**src/rtl/tb_reset_pkg.sv**
```systemverilog
`default_nettype none
// ============================================================================
//  Module      : tb_reset_pkg
//  Description : Shared types and helpers for the system reset sequencer:
//                sequencer state encoding and lowest-set-bit isolation.
//  Revision    : 1.0  initial release
// ============================================================================
package tb_reset_pkg;

  typedef enum logic [1:0] {
    ST_IDLE    = 2'd0,
    ST_ASSERT  = 2'd1,
    ST_STAGGER = 2'd2,
    ST_DONE    = 2'd3
  } state_t;

  // One-hot of the lowest set bit of v (zero when v is zero).
  function automatic logic [31:0] lowest_set_bit(input logic [31:0] v);
    return v & (~v + 32'd1);
  endfunction

endpackage
`default_nettype wire

```
**src/rtl/reset_hold_counter.sv**
```systemverilog
`default_nettype none
// ============================================================================
//  Module      : reset_hold_counter
//  Description : Loadable down-counter with zero flag. Decrement saturates at
//                zero so a stalled sequence can never wrap back to a long hold.
//  Revision    : 1.0  initial release
// ============================================================================
module reset_hold_counter #(
  parameter int CNT_W       = 16,
  parameter int RESET_VALUE = 8
) (
  input  logic             clock,
  input  logic             reset,
  input  logic             load,
  input  logic [CNT_W-1:0] load_value,
  input  logic             dec,
  output logic             zero
);

  logic [CNT_W-1:0] count;

  // Load has priority over decrement; decrement holds at zero.
  always_ff @(posedge clock) begin
    if (reset) begin
      count <= CNT_W'(RESET_VALUE);
    end else if (load) begin
      count <= load_value;
    end else if (dec && (count != '0)) begin
      count <= count - CNT_W'(1);
    end
  end

  assign zero = (count == '0);

endmodule
`default_nettype wire

```
**src/rtl/system_reset_sequencer.sv**
```systemverilog
`default_nettype none
// ============================================================================
//  Module      : system_reset_sequencer
//  Description : Multi-channel reset generator. Runs a power-on sequence out
//                of reset, then services re-reset requests from a valid/ready
//                port or a DPI-C call: selected channels are held for a
//                clamped hold time, then released one per STAGGER_CYCLES,
//                lowest index first.
//  Revision    : 1.0  initial release
// ============================================================================
module system_reset_sequencer
  import tb_reset_pkg::*;
#(
  parameter int NUM_CHANNELS      = 4,
  parameter int MIN_ASSERT_CYCLES = 8,
  parameter int STAGGER_CYCLES    = 4,
  parameter int CNT_W             = 16
) (
  input  logic                    clock,
  input  logic                    reset,
  input  logic                    req_valid,
  output logic                    req_ready,
  input  logic [NUM_CHANNELS-1:0] req_mask,
  input  logic [CNT_W-1:0]        req_cycles,
  output logic [NUM_CHANNELS-1:0] out,
  output logic                    busy,
  output logic                    done
);

  localparam logic [CNT_W-1:0]        MIN_HOLD       = CNT_W'(MIN_ASSERT_CYCLES);
  // The release edge itself is one of the STAGGER_CYCLES, so reload one less.
  localparam logic [CNT_W-1:0]        STAGGER_RELOAD = CNT_W'(STAGGER_CYCLES - 1);
  localparam logic [NUM_CHANNELS-1:0] ALL_CHANNELS   = '1;

  state_t                  state, state_next;
  logic [NUM_CHANNELS-1:0] active_mask, active_next;
  logic [NUM_CHANNELS-1:0] out_next;
  logic [NUM_CHANNELS-1:0] release_bit;
  logic [NUM_CHANNELS-1:0] sel_mask;
  logic [CNT_W-1:0]        sel_cycles;
  logic                    cnt_load, cnt_dec, cnt_zero;
  logic [CNT_W-1:0]        cnt_load_value;
  logic                    dpi_pending, take_dpi;
  logic [NUM_CHANNELS-1:0] dpi_mask;
  logic [CNT_W-1:0]        dpi_cycles;

  function automatic logic [CNT_W-1:0] clamp_hold(input logic [CNT_W-1:0] c);
    return (c < MIN_HOLD) ? MIN_HOLD : c;
  endfunction

  assign release_bit = NUM_CHANNELS'(lowest_set_bit(32'(active_mask)));

  // Port request takes priority; a pending DPI request waits behind it.
  assign sel_mask   = req_valid ? req_mask   : dpi_mask;
  assign sel_cycles = req_valid ? req_cycles : dpi_cycles;

  // One counter serves both the hold phase and the stagger gaps.
  reset_hold_counter #(
    .CNT_W       (CNT_W),
    .RESET_VALUE (MIN_ASSERT_CYCLES)
  ) u_hold_counter (
    .clock      (clock),
    .reset      (reset),
    .load       (cnt_load),
    .load_value (cnt_load_value),
    .dec        (cnt_dec),
    .zero       (cnt_zero)
  );

  // State register plus registered channel outputs and active mask.
  always_ff @(posedge clock) begin
    if (reset) begin
      state       <= ST_ASSERT;
      active_mask <= ALL_CHANNELS;
      out         <= ALL_CHANNELS;
    end else begin
      state       <= state_next;
      active_mask <= active_next;
      out         <= out_next;
    end
  end

  // Next-state, counter control and channel updates.
  always_comb begin
    state_next     = state;
    active_next    = active_mask;
    out_next       = out;
    cnt_load       = 1'b0;
    cnt_load_value = '0;
    cnt_dec        = 1'b0;
    take_dpi       = 1'b0;
    case (state)
      ST_IDLE: begin
        if (req_valid || dpi_pending) begin
          take_dpi       = !req_valid;
          active_next    = sel_mask;
          out_next       = out | sel_mask;
          cnt_load       = 1'b1;
          cnt_load_value = clamp_hold(sel_cycles);
          state_next     = (sel_mask == '0) ? ST_DONE : ST_ASSERT;
        end
      end
      ST_ASSERT, ST_STAGGER: begin
        if (cnt_zero) begin
          active_next    = active_mask & ~release_bit;
          out_next       = out & ~release_bit;
          cnt_load       = 1'b1;
          cnt_load_value = STAGGER_RELOAD;
          state_next     = ((active_mask & ~release_bit) == '0) ? ST_DONE : ST_STAGGER;
        end else begin
          cnt_dec = 1'b1;
        end
      end
      ST_DONE: begin
        state_next = ST_IDLE;
      end
      default: begin
        state_next = ST_IDLE;
      end
    endcase
  end

  assign req_ready = (state == ST_IDLE);
  assign busy      = (state != ST_IDLE);
  assign done      = (state == ST_DONE);

`ifndef SYNTHESIS
  // A DPI call flips call_toggle; the request is pending while the two
  // toggles differ, so repeated calls simply overwrite the captured values.
  logic                    dpi_call_toggle = 1'b0;
  logic                    dpi_seen_toggle;
  logic [NUM_CHANNELS-1:0] dpi_call_mask;
  logic [CNT_W-1:0]        dpi_call_cycles;

  function void system_reset_sequencer_request(input longint mask, input longint cycles);
    dpi_call_mask   = mask[NUM_CHANNELS-1:0];
    dpi_call_cycles = cycles[CNT_W-1:0];
    dpi_call_toggle = ~dpi_call_toggle;
  endfunction

  // Acknowledge on acceptance; reset discards anything outstanding.
  always_ff @(posedge clock) begin
    if (reset || take_dpi) begin
      dpi_seen_toggle <= dpi_call_toggle;
    end
  end

  assign dpi_pending = dpi_call_toggle ^ dpi_seen_toggle;
  assign dpi_mask    = dpi_call_mask;
  assign dpi_cycles  = dpi_call_cycles;
`else
  assign dpi_pending = 1'b0;
  assign dpi_mask    = '0;
  assign dpi_cycles  = '0;
`endif

endmodule
`default_nettype wire

```
**config.mk**
```make
export PLATFORM = sky130hd
export DESIGN_NAME = system_reset_sequencer
export DESIGN_NICKNAME = d
export VERILOG_FILES = /design/src/rtl/tb_reset_pkg.sv /design/src/rtl/reset_hold_counter.sv /design/src/rtl/system_reset_sequencer.sv
export SDC_FILE = /design/constraint.sdc
export NUM_CORES = 1
export LEC_CHECK = 0
export ABC_AREA = 1
export ABC_CLOCK_PERIOD_IN_PS = 2500
export BUFFER_PORTS_ARGS = -buffer_cell sky130_fd_sc_hd__buf_2
export CORE_MARGIN = 3
export CORE_UTILIZATION = 52
export CTS_BUF_LIST = sky130_fd_sc_hd__clkbuf_8 sky130_fd_sc_hd__clkbuf_16
export DETAILED_ROUTE_END_ITERATION = 8
export PLACE_DENSITY = 0.82
export SYNTH_ARGS = -nofsm -noshare
export SYNTH_HDL_FRONTEND = slang
export SYNTH_HIERARCHICAL = 1
export SYNTH_SLANG_ARGS = --single-unit
```
**constraint.sdc**
```tcl
create_clock -name clock -period 2.5 [get_ports clock]
set_input_delay 0.125 -clock clock [delete_from_list [all_inputs] [get_ports clock]]
set_output_delay 0.125 -clock clock [all_outputs]
set_load 0.05 [all_outputs]
```
## After elaboration in Yosys (flattened, before gate mapping)

Index checks and enable logic that the tools add are counted.

| storage, ports and cells | value |
|---|---|
| register bits after elaboration | 26 |
| output and inout bits | 7 |
| logic and storage cells | 54 |
| input port bits | 23 |

| cells by class | value |
|---|---|
| bitwise operators | 6 |
| add/sub/neg operators | 2 |
| reductions and logical operators | 12 |
| equality and inequality tests | 5 |
| $lt $le $gt $ge | 1 |
| muxes and demuxes | 24 |

Operator list:

| cell | number |
|---|---|
| $mux W16 | 5 |
| $pmux W16 S2 | 1 |
| $mux W4 | 5 |
| $logic_not A16 Y1 | 1 |
| $lt A16 B4 Y1 const B | 1 |
| $pmux W4 S2 | 2 |
| $reduce_bool A16 Y1 | 1 |
| $sub A16 B1 Y16 const B | 1 |
| $and A4 B4 Y4 | 3 |
| $logic_not A4 Y1 | 2 |
| $mux W2 | 4 |
| $not A4 Y4 | 2 |
| $pmux W2 S3 | 1 |
| $reduce_bool A2 Y1 | 3 |
| $mux W1 | 5 |
| $add A4 B1 Y4 const B | 1 |
| $eq A2 B2 Y1 const B | 2 |
| $ne A2 B2 Y1 const B | 2 |
| $or A4 B4 Y4 | 1 |
| $reduce_and A3 Y1 | 1 |
| $eq A2 B1 Y1 const B | 1 |
| $logic_not A2 Y1 | 1 |
| $pmux W1 S2 | 1 |
| $reduce_and A2 Y1 | 1 |
| 2 further kinds | 2 |

## Longest topological paths before layout

Gate-level depths: netlist (run 1).

| logic depth | value |
|---|---|
| depth in word-level cells | 9 |
| depth in mapped cells | 19 |
| gate-level depth less buffers | 18 |

## Hierarchy

Netlist (run 1), hierarchy kept.

Modules (own cells, without submodules):

| module | area an instance (sq um) | times used | cells each | sequential area each (sq um) |
|---|---|---|---|---|
| reset_hold_counter | 1194.9 | 1 | 211 | 320.3 |
| system_reset_sequencer | 837.1 | 1 | 146 | 200.2 |

## Worst setup path before layout (run 1)

Ideal clock, no wire load.

| timing path | value |
|---|---|
| kind | register -> register |
| from | register u_hold_counter.count[0] |
| to | register u_hold_counter.count[13] |
| cell stages (with the launch flop) | 18 |
| path buffers | 1 |
| library setup time | 0.116 ns |
| slack | -0.200 ns |
| period minus slack after synthesis | 2.700 ns |
| required time | 2.384 ns |
| arrival | 2.584 ns |
| cell sequence | dfxtp_1 inv_1 ha_1 inv_1 nor2_1 nand3_1 nor2_1 nand2_1 nor4_1 nand2_2 inv_2 nand2_1 nand2_1 inv_1 buf_2 or2_2 nand2_1 a21oi_1 |

| on the way | value |
|---|---|
| elaborated cells between the ends (all ways) | 11 |
| classes of those cells | add/sub (1); mux (6); reduce/logical (4) |

RTL lines:

| item | RTL line | text |
|---|---|---|
| start, declared | reset_hold_counter.sv:20 | `logic [CNT_W-1:0] count;` |
| start signal, assigned | reset_hold_counter.sv:25 | `count <= CNT_W'(RESET_VALUE);` |
| start signal, assigned | reset_hold_counter.sv:27 | `count <= load_value;` |
| start signal, assigned | reset_hold_counter.sv:29 | `count <= count - CNT_W'(1);` |
| $logic_not A16 Y1 (*) | reset_hold_counter.sv:33 | `assign zero = (count == '0);` |
| via cnt_zero | system_reset_sequencer.sv:41 | `logic cnt_load, cnt_dec, cnt_zero;` |
| $mux W1 (*) | system_reset_sequencer.sv:104 | `if (cnt_zero) begin` |
| $pmux W1 S2 (*) | system_reset_sequencer.sv:92 | `case (state)` |
| via cnt_load | system_reset_sequencer.sv:41 |  |
| $mux W16 or $reduce_bool A2 Y1 (tied branches) | - |  |

The timed path passes the listed nets; every way through them passes the cells marked *. The select of a mux whose other input is x is not followed.
A chain may end at the register's enable or synchronous reset.

## Final worst setup path (run 1)

| timing path | value |
|---|---|
| from | register u_hold_counter.count[0] |
| to | register u_hold_counter.count[7] |

The elaborated chain is that of the path after synthesis.

==> results of run 1 <==
[cells by family after synthesis]
group,count (synthesis),synth area share
fa+ha+maj,5,0.0308
compound gates,29,0.0825
simple gates,239,0.504
buf+inv,56,0.118
xor+xnor,2,0.00862
flops,26,0.256
[how the worst max path moves through the flow]
stage,slack [ps],from,endpoint,cells past startpoint
2_1_floorplan,20,u_hold_counter/count[0],u_hold_counter/count[13],17
3_3_place_gp,90,u_hold_counter/count[0],u_hold_counter/count[9],18
3_5_place_dp,-10,u_hold_counter/count[0],u_hold_counter/count[15],18
4_1_cts,20,u_hold_counter/count[1],u_hold_counter/count[13],18
5_1_grt,-100,u_hold_counter/count[0],u_hold_counter/count[7],18
6_report,80,u_hold_counter/count[0],u_hold_counter/count[7],18
[cell type report]
cell class / count / area, um^2
Tap cell: 48 / 60.1
Clock buffer: 3 / 41.3
Sequential cell: 26 / 523
Timing Repair Buffer: 51 / 314
Inverter: 49 / 188
Fill cell: 371 / 1220
Multi-Input combinational cell: 275 / 1340
Clock inverter: 1 / 30.0
[what timing repair did]
action	in CTS	in global routing
hold buffers	0	0
pin swaps	6	6
endpoints found under the setup margin	9	16
resized for setup	15	5
buffers inserted	6	7
[critical path, stage by stage, from the launching register on]
cell        delay, ps
dfxtp_2           330
inv_2              90
ha_4              140
inv_1              40
nor2_2            120
nand3_2           120
nor2_4            110
nand2_2            80
nor4_4            200
nand2_2           100
inv_2             110
nand2_4            70
nand2_4            70
clkinvlp_4        180
buf_6             180
nor2_1            110
nor2_1             70
o21ai_0           110
nor2_1             70
[per-stage QoR]
step	util	setup WS [ps]	area [um^2]
floorplan	-	15.1	2050
global placement	0.609	88.8	2260
detailed placement	0.609	-11.6	2260
CTS	0.649	16.4	2410
global route	0.671	-98.6	2490
finish	0.671	82.8	2490
[cells in the mapped netlist (3+ instances only)]
cell / n
nand2_1: 94
buf_6: 3
dfxtp_1: 26
nor2_2: 4
nand2_2: 7
ha_1: 5
o21ai_0: 10
inv_1: 42
nor2_1: 91
inv_2: 6
o21ai_2: 6
a21oi_1: 11
nand4_1: 4
nand3_1: 28
[state kept, by name, summed over array words and instances, names as in the netlist]
register / cells
u_hold_counter/count: 16
active_mask: 4
out: 4
state: 2
[per-layer routing]
| metal | up-vias | share of wire | track usage |
|---|---|---|---|
| li1 | 1193 | - | - |
| met1 | 1044 | 0.42 | 0.318 |
| met2 | 126 | 0.49 | 0.446 |
| met3 | 14 | 0.074 | 0.0211 |
| met4 | 0 | 0.017 | 0.0893 |
| met5 | - | 0 | 0 |
[power by group through the flow]
| stage | Combinational, mW | Clock [mW] | Sequential [mW] |
|---|---|---|---|
| after floorplan | 1.19 | 0 | 0.653 |
| after global placement | 1.45 | 0 | 0.677 |
| after detailed placement | 1.47 | 0 | 0.682 |
| after CTS | 1.55 | 0.362 | 0.676 |
| after global routing | 1.84 | 0.374 | 0.696 |
| final | 1.65 | 0.352 | 0.679 |
==> results.py, run 1 <==
metrics = {
    "synth": {
        "synth-edff-count": 0,
        "synth_area_mm2": 0.00203,
        "synth_top_cell_by_area": "dfxtp_1",
        "postSynthNetCount": 385,
        "synth_cell_types": 29,
        "yosys.area.top_type_share": 0.256,
        "synth.ff_latch_count": 26,
        "synth_top_flop_cell": "dfxtp_1",
        "ys_top_cells_by_area": "dfxtp_1, nand2_1, nor2_1",
        "synthesis.yosys.warnings": 6,
        "synth_sequential_area_ratio": 0.256,
        "post_synth.cell_area_avg_um2": 5.69,
        "synth-async-reset-ratio": 0,
        "post_synthesis_cells": 357,
    },
    "routing": {
        "drt-pass1-iter-count": 5,
        "wl_mm": 5.62,
        "drt_iter0_markers": 241,
        "post_drt_wl_per_cell_um": 12.4,
        "route.vias.total": 2377,
        "detail_route.drc_violations": 0,
        "antenna_violating_nets_post_route": 0,
        "vias_per_cell": 5.25,
    },
    "clock_network": {
        "h-tree-depth": 1,
        "tritoncts_clock_tree": "done",
        "clk-insertion-delay-late_ps": 270,
        "cts.reportedPaths.clkPinSlew_ps": 100,
        "clock_sinks": 26,
        "ctsLongestPathBuffers": 2,
        "cts_inserted_buffers": 3,
        "clk_root_buffer_cell": "clkbuf_8",
    },
    "hold_path": {
        "hold_path.class": "input port to flop",
        "timing.hold.worst_endpoint": "state[1]",
        "worstHoldStart": "req_mask[3]",
        "hold_depth": 4,
    },
    "timing": {
        "worstMarginPinSlew_ps": 351,
        "maxSlewViolCount": 0,
        "slew_headroom": 0.765,
        "final-hold-violation-count": 0,
        "finalSetupTns_ps": 0,
        "setup-violations-final": 0,
        "min_period_ps": 2420,
        "skew_ps": 5.23,
        "timing.fmax_ghz": 0.414,
        "min_period_over_period": 0.967,
        "fin_worst_hold_slack_ps": 166,
    },
    "power": {
        "share_clk_of_total_power": 0.131,
        "comb_power_share": 0.616,
        "peak_supply_drop_v": 0.000834,
        "cellLeakagePower_nw": 1.34,
        "p_switching_mw": 1.33,
        "power.density_cell_area_mw_per_mm2": 1080,
        "p_sw_frac": 0.497,
        "power_mw": 2.69,
        "power.internal_mw": 1.35,
        "p_seq_frac": 0.253,
    },
    "setup_path": {
        "regToRegSetupSlack_ps": 80,
        "worstSetupStartpointType": "flop",
        "crit_fanout": 7,
        "cp-end-kind": "flop",
        "critical_path_type": "flop to flop",
        "cp.arrival_ps": 2590,
        "worst_r2r_endpoint": "u_hold_counter/count[7]",
        "worst_r2r_path_depth": 18,
        "worst_r2r_startpoint": "u_hold_counter/count[0]",
        "worstPathRequired_ps": 2670,
    },
    "final_layout": {
        "mostFrequentLayoutCells": "nand2_1, nor2_1, inv_1",
        "stdcell_count": 453,
        "finalNetCount": 434,
        "layout_commonest_cell": "nand2_1",
        "areaGrowthSynthToFinish_pct": 22.7,
        "count_of_inserted_antenna_diode_cells": 0,
        "drive_above_1_share": 0.244,
    },
    "place": {
        "port_buffers": 29,
        "placed_cells": 436,
        "gp_routability_congestion": 0.974,
        "dpl.hpwl_mm": 4.15,
    },
    "global_routing": {
        "grt_usage": 0.252,
        "grt_pass1_vias": 2149,
        "grt-ovfl-total": 0,
        "grt_pass1_wl_mm": 9.09,
        "grt_start_max_net_pins": 16,
        "grt_antenna_before_repair": 0,
    },
    "die": {
        "die_h_um": 68.5,
        "fp.coreArea_mm2": 0.00372,
        "top_level_ports": 30,
        "die-area_mm2": 0.00469,
        "die_width_um": 68.5,
        "floorplan.initialDensity": 0.547,
        "std_cell_rows": 22,
    },
    "job": {
        "max_cap_violations": 0,
    },
    "status": {
        "run_status": "finished clean",
    },
}
Power figures use the tool's default switching activity.
==> inputs of run 2 (changes only) <==
Settings changed: MAX_ROUTING_LAYER set to met4, SLEW_MARGIN set to 10.
==> run 2 against run 1 <==
The flow now finishes with violations (negative setup slack); largest cell class unchanged; utilization increased by 3.6 points; cell area increased by 5.4%; clock power down 20%; sequential share of layout area decreased by 1.1 points; critical endpoint is now u_hold_counter/count[15].
==> results.py, run 2 (synthesized netlist as in run 1, its figures left out) <==
metrics = {
    "power": {
        "peak_supply_drop_v": 0.000782,
        "p_seq_frac": 0.229,
        "p_sw_frac": 0.501,
        "p_switching_mw": 1.51,
        "power.internal_mw": 1.50,
        "cellLeakagePower_nw": 1.38,
        "power.density_cell_area_mw_per_mm2": 1150,
        "comb_power_share": 0.678,
        "share_clk_of_total_power": 0.094,
    },
    "routing": {
        "met3_length_um": 522,
        "wl_mm": 5.95,
        "met1Wirelength_mm": 2.44,
        "dr_wl_met2_mm": 2.90,
        "vias_per_cell": 5.31,
        "drt_iter0_markers": 217,
        "post_drt_wl_per_cell_um": 13.0,
        "highest_layer": "met4",
        "antenna_violating_nets_post_route": 0,
        "drt-pass1-iter-count": 5,
        "detail_route.drc_violations": 0,
        "route.vias.total": 2434,
    },
    "final_layout": {
        "areaGrowthSynthToFinish_pct": 29.2,
        "finish.instance_area_mm2": 0.00263,
        "finalNetCount": 439,
        "biggest_regs": "u_hold_counter/count: 16 flops, active_mask: 4 flops, out: 4 flops",
        "mostFrequentLayoutCells": "nand2_1, nor2_1, inv_1",
        "drive_above_1_share": 0.293,
        "registers.top_by_ff_count": "u_hold_counter/count",
        "postLayoutCoreUtil": 0.707,
        "layout_commonest_cell": "nand2_1",
        "count_of_inserted_antenna_diode_cells": 0,
        "largest_register_ff_count": 16,
        "stdcell_count": 458,
    },
    "clock_network": {
        "ctsLongestPathBuffers": 2,
        "cts_inserted_buffers": 3,
        "cts.reportedPaths.clkPinSlew_ps": 100,
        "postCtsHoldBufs": 0,
        "h-tree-depth": 1,
        "clk-insertion-delay-late_ps": 280,
        "clock_sinks": 26,
        "clk_root_buffer_cell": "clkbuf_8",
        "tritoncts_clock_tree": "done",
    },
    "global_routing": {
        "grt_pass1_vias": 1991,
        "grt-ovfl-total": 0,
        "grt_antenna_before_repair": 0,
        "grt_start_max_net_pins": 16,
        "grt_usage": 0.244,
        "grt_pass1_wl_mm": 8.56,
    },
    "place": {
        "placed_cells": 437,
        "gp_routability_congestion": 0.989,
        "dpl.hpwl_mm": 4.07,
        "port_buffers": 29,
        "placed_area_mm2": 0.00227,
        "dp_worst_setup_slack_ps": 41.2,
    },
    "timing": {
        "setup-violations-final": 6,
        "worstMarginPinSlew_ps": 577,
        "rsz0062_at_grt": "true",
        "timing.fmax_ghz": 0.398,
        "slew_headroom": 0.614,
        "final_critical_path_setup_slack_ps": -10.1,
        "final-hold-violation-count": 0,
        "min_period_ps": 2510,
        "min_period_over_period": 1.00,
        "finalSetupTns_ps": -42.0,
        "maxSlewViolCount": 0,
        "skew_ps": 15.8,
    },
    "die": {
        "die-area_mm2": 0.00469,
        "die_h_um": 68.5,
        "top_level_ports": 30,
        "die_width_um": 68.5,
        "std_cell_rows": 22,
        "floorplan.initialDensity": 0.547,
        "fp.coreArea_mm2": 0.00372,
    },
    "setup_path": {
        "crit_fanout": 7,
        "cp-end-kind": "flop",
        "critical_path_type": "flop to flop",
        "worstPathRequired_ps": 2730,
        "cp.arrival_ps": 2740,
        "worstSetupStartpointType": "flop",
    },
    "status": {
        "failed_checks": "negative setup slack",
        "run_status": "finished, violations left",
    },
    "hold_path": {
        "hold_path.class": "input port to flop",
    },
    "job": {
        "max_cap_violations": 0,
    },
}
-- run 2: changes by cell type in the layout (fill, tap and decap cells not counted), sizes merged --
cell and change:
nand3 +1, buf +4, bufinv -1, clkbuf +1
-- run 2: cell type report --
| cell class | instances | area [um^2] |
|---|---|---|
| Tap cell | 48 | 60.1 |
| Fill cell | 320 | 1090 |
| Inverter | 49 | 195 |
| Multi-Input combinational cell | 276 | 1410 |
| Clock buffer | 4 | 55.1 |
| Timing Repair Buffer | 55 | 380 |
| Sequential cell | 26 | 523 |
-- run 2: power by group through the flow --
stage	registers [mW]	logic [mW]	clock network, mW
after global placement	0.677	1.46	0
after detailed placement	0.679	1.48	0
after global routing	0.707	2.24	0.303
after CTS	0.670	1.49	0.283
final	0.688	2.04	0.282
after floorplan	0.653	1.19	0
-- run 2: critical path: stages, from the launching register on --
cell	delay (ps)
dfxtp_2	340
inv_2	80
ha_4	140
inv_2	40
nor2_4	120
nand3_4	90
nor2_4	130
nand2_2	80
nor4_4	280
nand2_2	110
inv_2	100
nand2_2	80
nand2_2	110
clkinvlp_4	200
buf_12	200
nand2_8	100
buf_12	130
o21ai_2	50
nor2_1	100
-- run 2: worst paths after layout --
check                                              from                  endpoint  slack [ps]  depth (start not counted)
worst max-delay path            u_hold_counter/count[0]  u_hold_counter/count[15]         -10                         18
worst min-delay path                        req_mask[3]                  state[1]         160                          4
worst max register to register  u_hold_counter/count[0]  u_hold_counter/count[15]         -10                         18
worst min register to register                   out[2]                    out[2]         480                          2
-- run 2: routing by layer --
metal	up-vias	track usage
li1	1205	-
met1	1088	0.317
met2	129	0.414
met3	12	0.0243
met4	0	0.0447
met5	-	-
-- run 2: per-stage QoR --
step / power (mW) / hold slack (ps)
3_3_place_gp: 2.14 / 447
4_1_cts: 2.44 / 169
5_1_grt: 3.25 / 184
6_report: 3.01 / 163
2_1_floorplan: 1.84 / 220
3_5_place_dp: 2.16 / 462
-- run 2: repair_timing --
item                                    4_1_cts  5_1_grt
gates resized for setup                       0       49
setup buffers                                 0       18
endpoints found under the setup margin        0       16
==> inputs of run 3 (changes only) <==
Settings changed: CAP_MARGIN set to 0, CELL_PAD_IN_SITES_DETAIL_PLACEMENT set to 0, CELL_PAD_IN_SITES_GLOBAL_PLACEMENT set to 1, CORE_UTILIZATION 52 to 35, PLACE_DENSITY 0.82 to 0.81.
==> run 3 against run 2 <==
The flow now finishes without violations; sequential power down 2%; sequential share of layout area up 0.36 points; routed wire length down 3.4%; via count down 7.5%; hold slack worse by 4.8 ps; fmax up 3.1%; die area up 44%; utilization down 24 points.
==> results.py, run 3 (synthesized netlist as in run 1, its figures left out) <==
metrics = {
    "routing": {
        "antenna_violating_nets_post_route": 0,
        "wl_mm": 5.75,
        "route.vias.total": 2252,
        "highest_layer": "met4",
        "met3_length_um": 217,
        "vias_per_cell": 4.72,
        "drt_iter0_markers": 115,
        "detail_route.drc_violations": 0,
        "drt-pass1-iter-count": 8,
        "dr_wl_met2_mm": 2.76,
        "met1Wirelength_mm": 2.65,
        "post_drt_wl_per_cell_um": 12.0,
    },
    "timing": {
        "maxSlewViolCount": 0,
        "worstMarginPinSlew_ps": 407,
        "slew_headroom": 0.728,
        "skew_ps": 2.70,
        "min_period_over_period": 0.974,
        "min_period_ps": 2430,
        "final-hold-violation-count": 0,
        "setup-violations-final": 0,
        "rsz0062_at_grt": "true",
        "timing.fmax_ghz": 0.411,
        "fin_worst_hold_slack_ps": 158,
    },
    "die": {
        "die_h_um": 82.2,
        "std_cell_rows": 27,
        "floorplan.initialDensity": 0.365,
        "top_level_ports": 30,
        "die_width_um": 82.2,
        "fp.coreArea_mm2": 0.00557,
        "die-area_mm2": 0.00676,
    },
    "final_layout": {
        "drive_above_1_share": 0.267,
        "count_of_inserted_antenna_diode_cells": 0,
        "layout_commonest_cell": "nand2_1",
        "areaGrowthSynthToFinish_pct": 27.0,
        "mostFrequentLayoutCells": "nand2_1, nor2_1, inv_1",
        "biggest_regs": "u_hold_counter/count: 16 flops, active_mask: 4 flops, out: 4 flops",
        "finalNetCount": 434,
        "registers.top_by_ff_count": "u_hold_counter/count",
        "largest_register_ff_count": 16,
    },
    "power": {
        "power.density_cell_area_mw_per_mm2": 1090,
        "peak_supply_drop_v": 0.000538,
        "cellLeakagePower_nw": 1.35,
        "power_mw": 2.80,
    },
    "clock_network": {
        "clock_sinks": 26,
        "cts_inserted_buffers": 3,
        "h-tree-depth": 1,
        "clk_root_buffer_cell": "clkbuf_8",
        "ctsLongestPathBuffers": 2,
        "postCtsHoldBufs": 0,
        "clk-insertion-delay-late_ps": 270,
        "cts.reportedPaths.clkPinSlew_ps": 100,
        "tritoncts_clock_tree": "done",
    },
    "global_routing": {
        "grt_antenna_before_repair": 0,
        "grt_pass1_vias": 1984,
        "grt_pass1_wl_mm": 9.27,
        "grt_usage": 0.180,
        "grt-ovfl-total": 0,
        "grt_start_max_net_pins": 16,
    },
    "setup_path": {
        "worst_r2r_path_depth": 19,
        "worst_r2r_startpoint": "u_hold_counter/count[1]",
        "cp.arrival_ps": 2610,
        "setup.worst_path.end": "u_hold_counter/count[4]",
        "worst_r2r_endpoint": "u_hold_counter/count[4]",
        "crit_start": "u_hold_counter/count[1]",
        "worstSetupStartpointType": "flop",
        "critical_path_type": "flop to flop",
        "crit_fanout": 7,
        "cp-end-kind": "flop",
        "worstPathRequired_ps": 2680,
        "regToRegSetupSlack_ps": 70,
    },
    "status": {
        "run_status": "finished clean",
    },
    "hold_path": {
        "hold_path.class": "input port to flop",
    },
    "place": {
        "port_buffers": 29,
        "gp_routability_congestion": 0.892,
        "dpl.hpwl_mm": 4.50,
    },
    "job": {
        "max_cap_violations": 0,
    },
}
[run 3: cell types whose count changed in the layout (fill, tap and decap cells not counted), sizes merged]
cell    previous run  this run
buf               55        51
nand3             30        29
bufinv             0         1
clkbuf             4         3
[run 3: per-stage QoR]
| step | TNS, ps | std cells | util | worst slack (ps) | area, um^2 |
|---|---|---|---|---|---|
| after floorplan | 0 | 357 | - | 15.1 | 2050 |
| after global placement | 0 | 463 | 0.416 | 89.9 | 2320 |
| after detailed placement | 0 | 463 | 0.416 | 28.5 | 2320 |
| after CTS | 0 | 467 | 0.429 | 21.7 | 2390 |
| after global routing | -678 | 477 | 0.463 | -88.6 | 2580 |
| final | 0 | 477 | 0.463 | 65.7 | 2580 |
[run 3: worst min-delay path by stage]
stage                 from  endpoint  slack (ps)  depth (start not counted)
4_1_cts        req_mask[3]  state[1]         160                          4
2_1_floorplan        reset  state[0]         220                          2
3_3_place_gp        out[2]    out[2]         450                          2
6_report       req_mask[3]  state[1]         160                          4
5_1_grt        req_mask[3]  state[1]         170                          4
3_5_place_dp        out[2]    out[2]         470                          2
[run 3: report_power, final]
part / total (mW) / leakage, nW / internal [mW] / switching, mW
Clock: 0.362 / 0.0357 / 0.214 / 0.147
Sequential: 0.676 / 0.215 / 0.541 / 0.135
Combinational: 1.77 / 1.10 / 0.673 / 1.09
[run 3: layer usage]
| layer | global-route usage | vias to the layer above |
|---|---|---|
| li1 | - | 1198 |
| met1 | 0.234 | 994 |
| met2 | 0.303 | 50 |
| met3 | 0.0195 | 10 |
| met4 | 0.0332 | 0 |
| met5 | - | - |
[run 3: layout make-up]
cell class                 instances  area [um^2]
multi-input combinational        275         1370
sequential                        26          523
clock buffer                       3         41.3
timing repair buffer              51          338
clock inverter                     1         30.0
inverter                          49          188
fill                             605         2990
tap                               72         90.1
[run 3: timing repair]
action	in CTS	in global routing
endpoints found under the setup margin	0	16
setup buffers	0	10
gates resized for setup	0	37
[run 3: worst max-delay path, cell delays in order, from the launching register on]
cell,delay (ps)
dfxtp_2,340
inv_2,80
ha_4,140
inv_2,40
nor2_4,110
nand3_2,110
nor2_2,150
nand2_2,80
nor4_4,280
nand2_2,110
inv_2,70
nand2_2,60
nand2_2,90
clkinvlp_4,120
buf_12,160
buf_6,110
nor2_2,80
nor2_1,70
o21ai_1,90
nor2_1,40
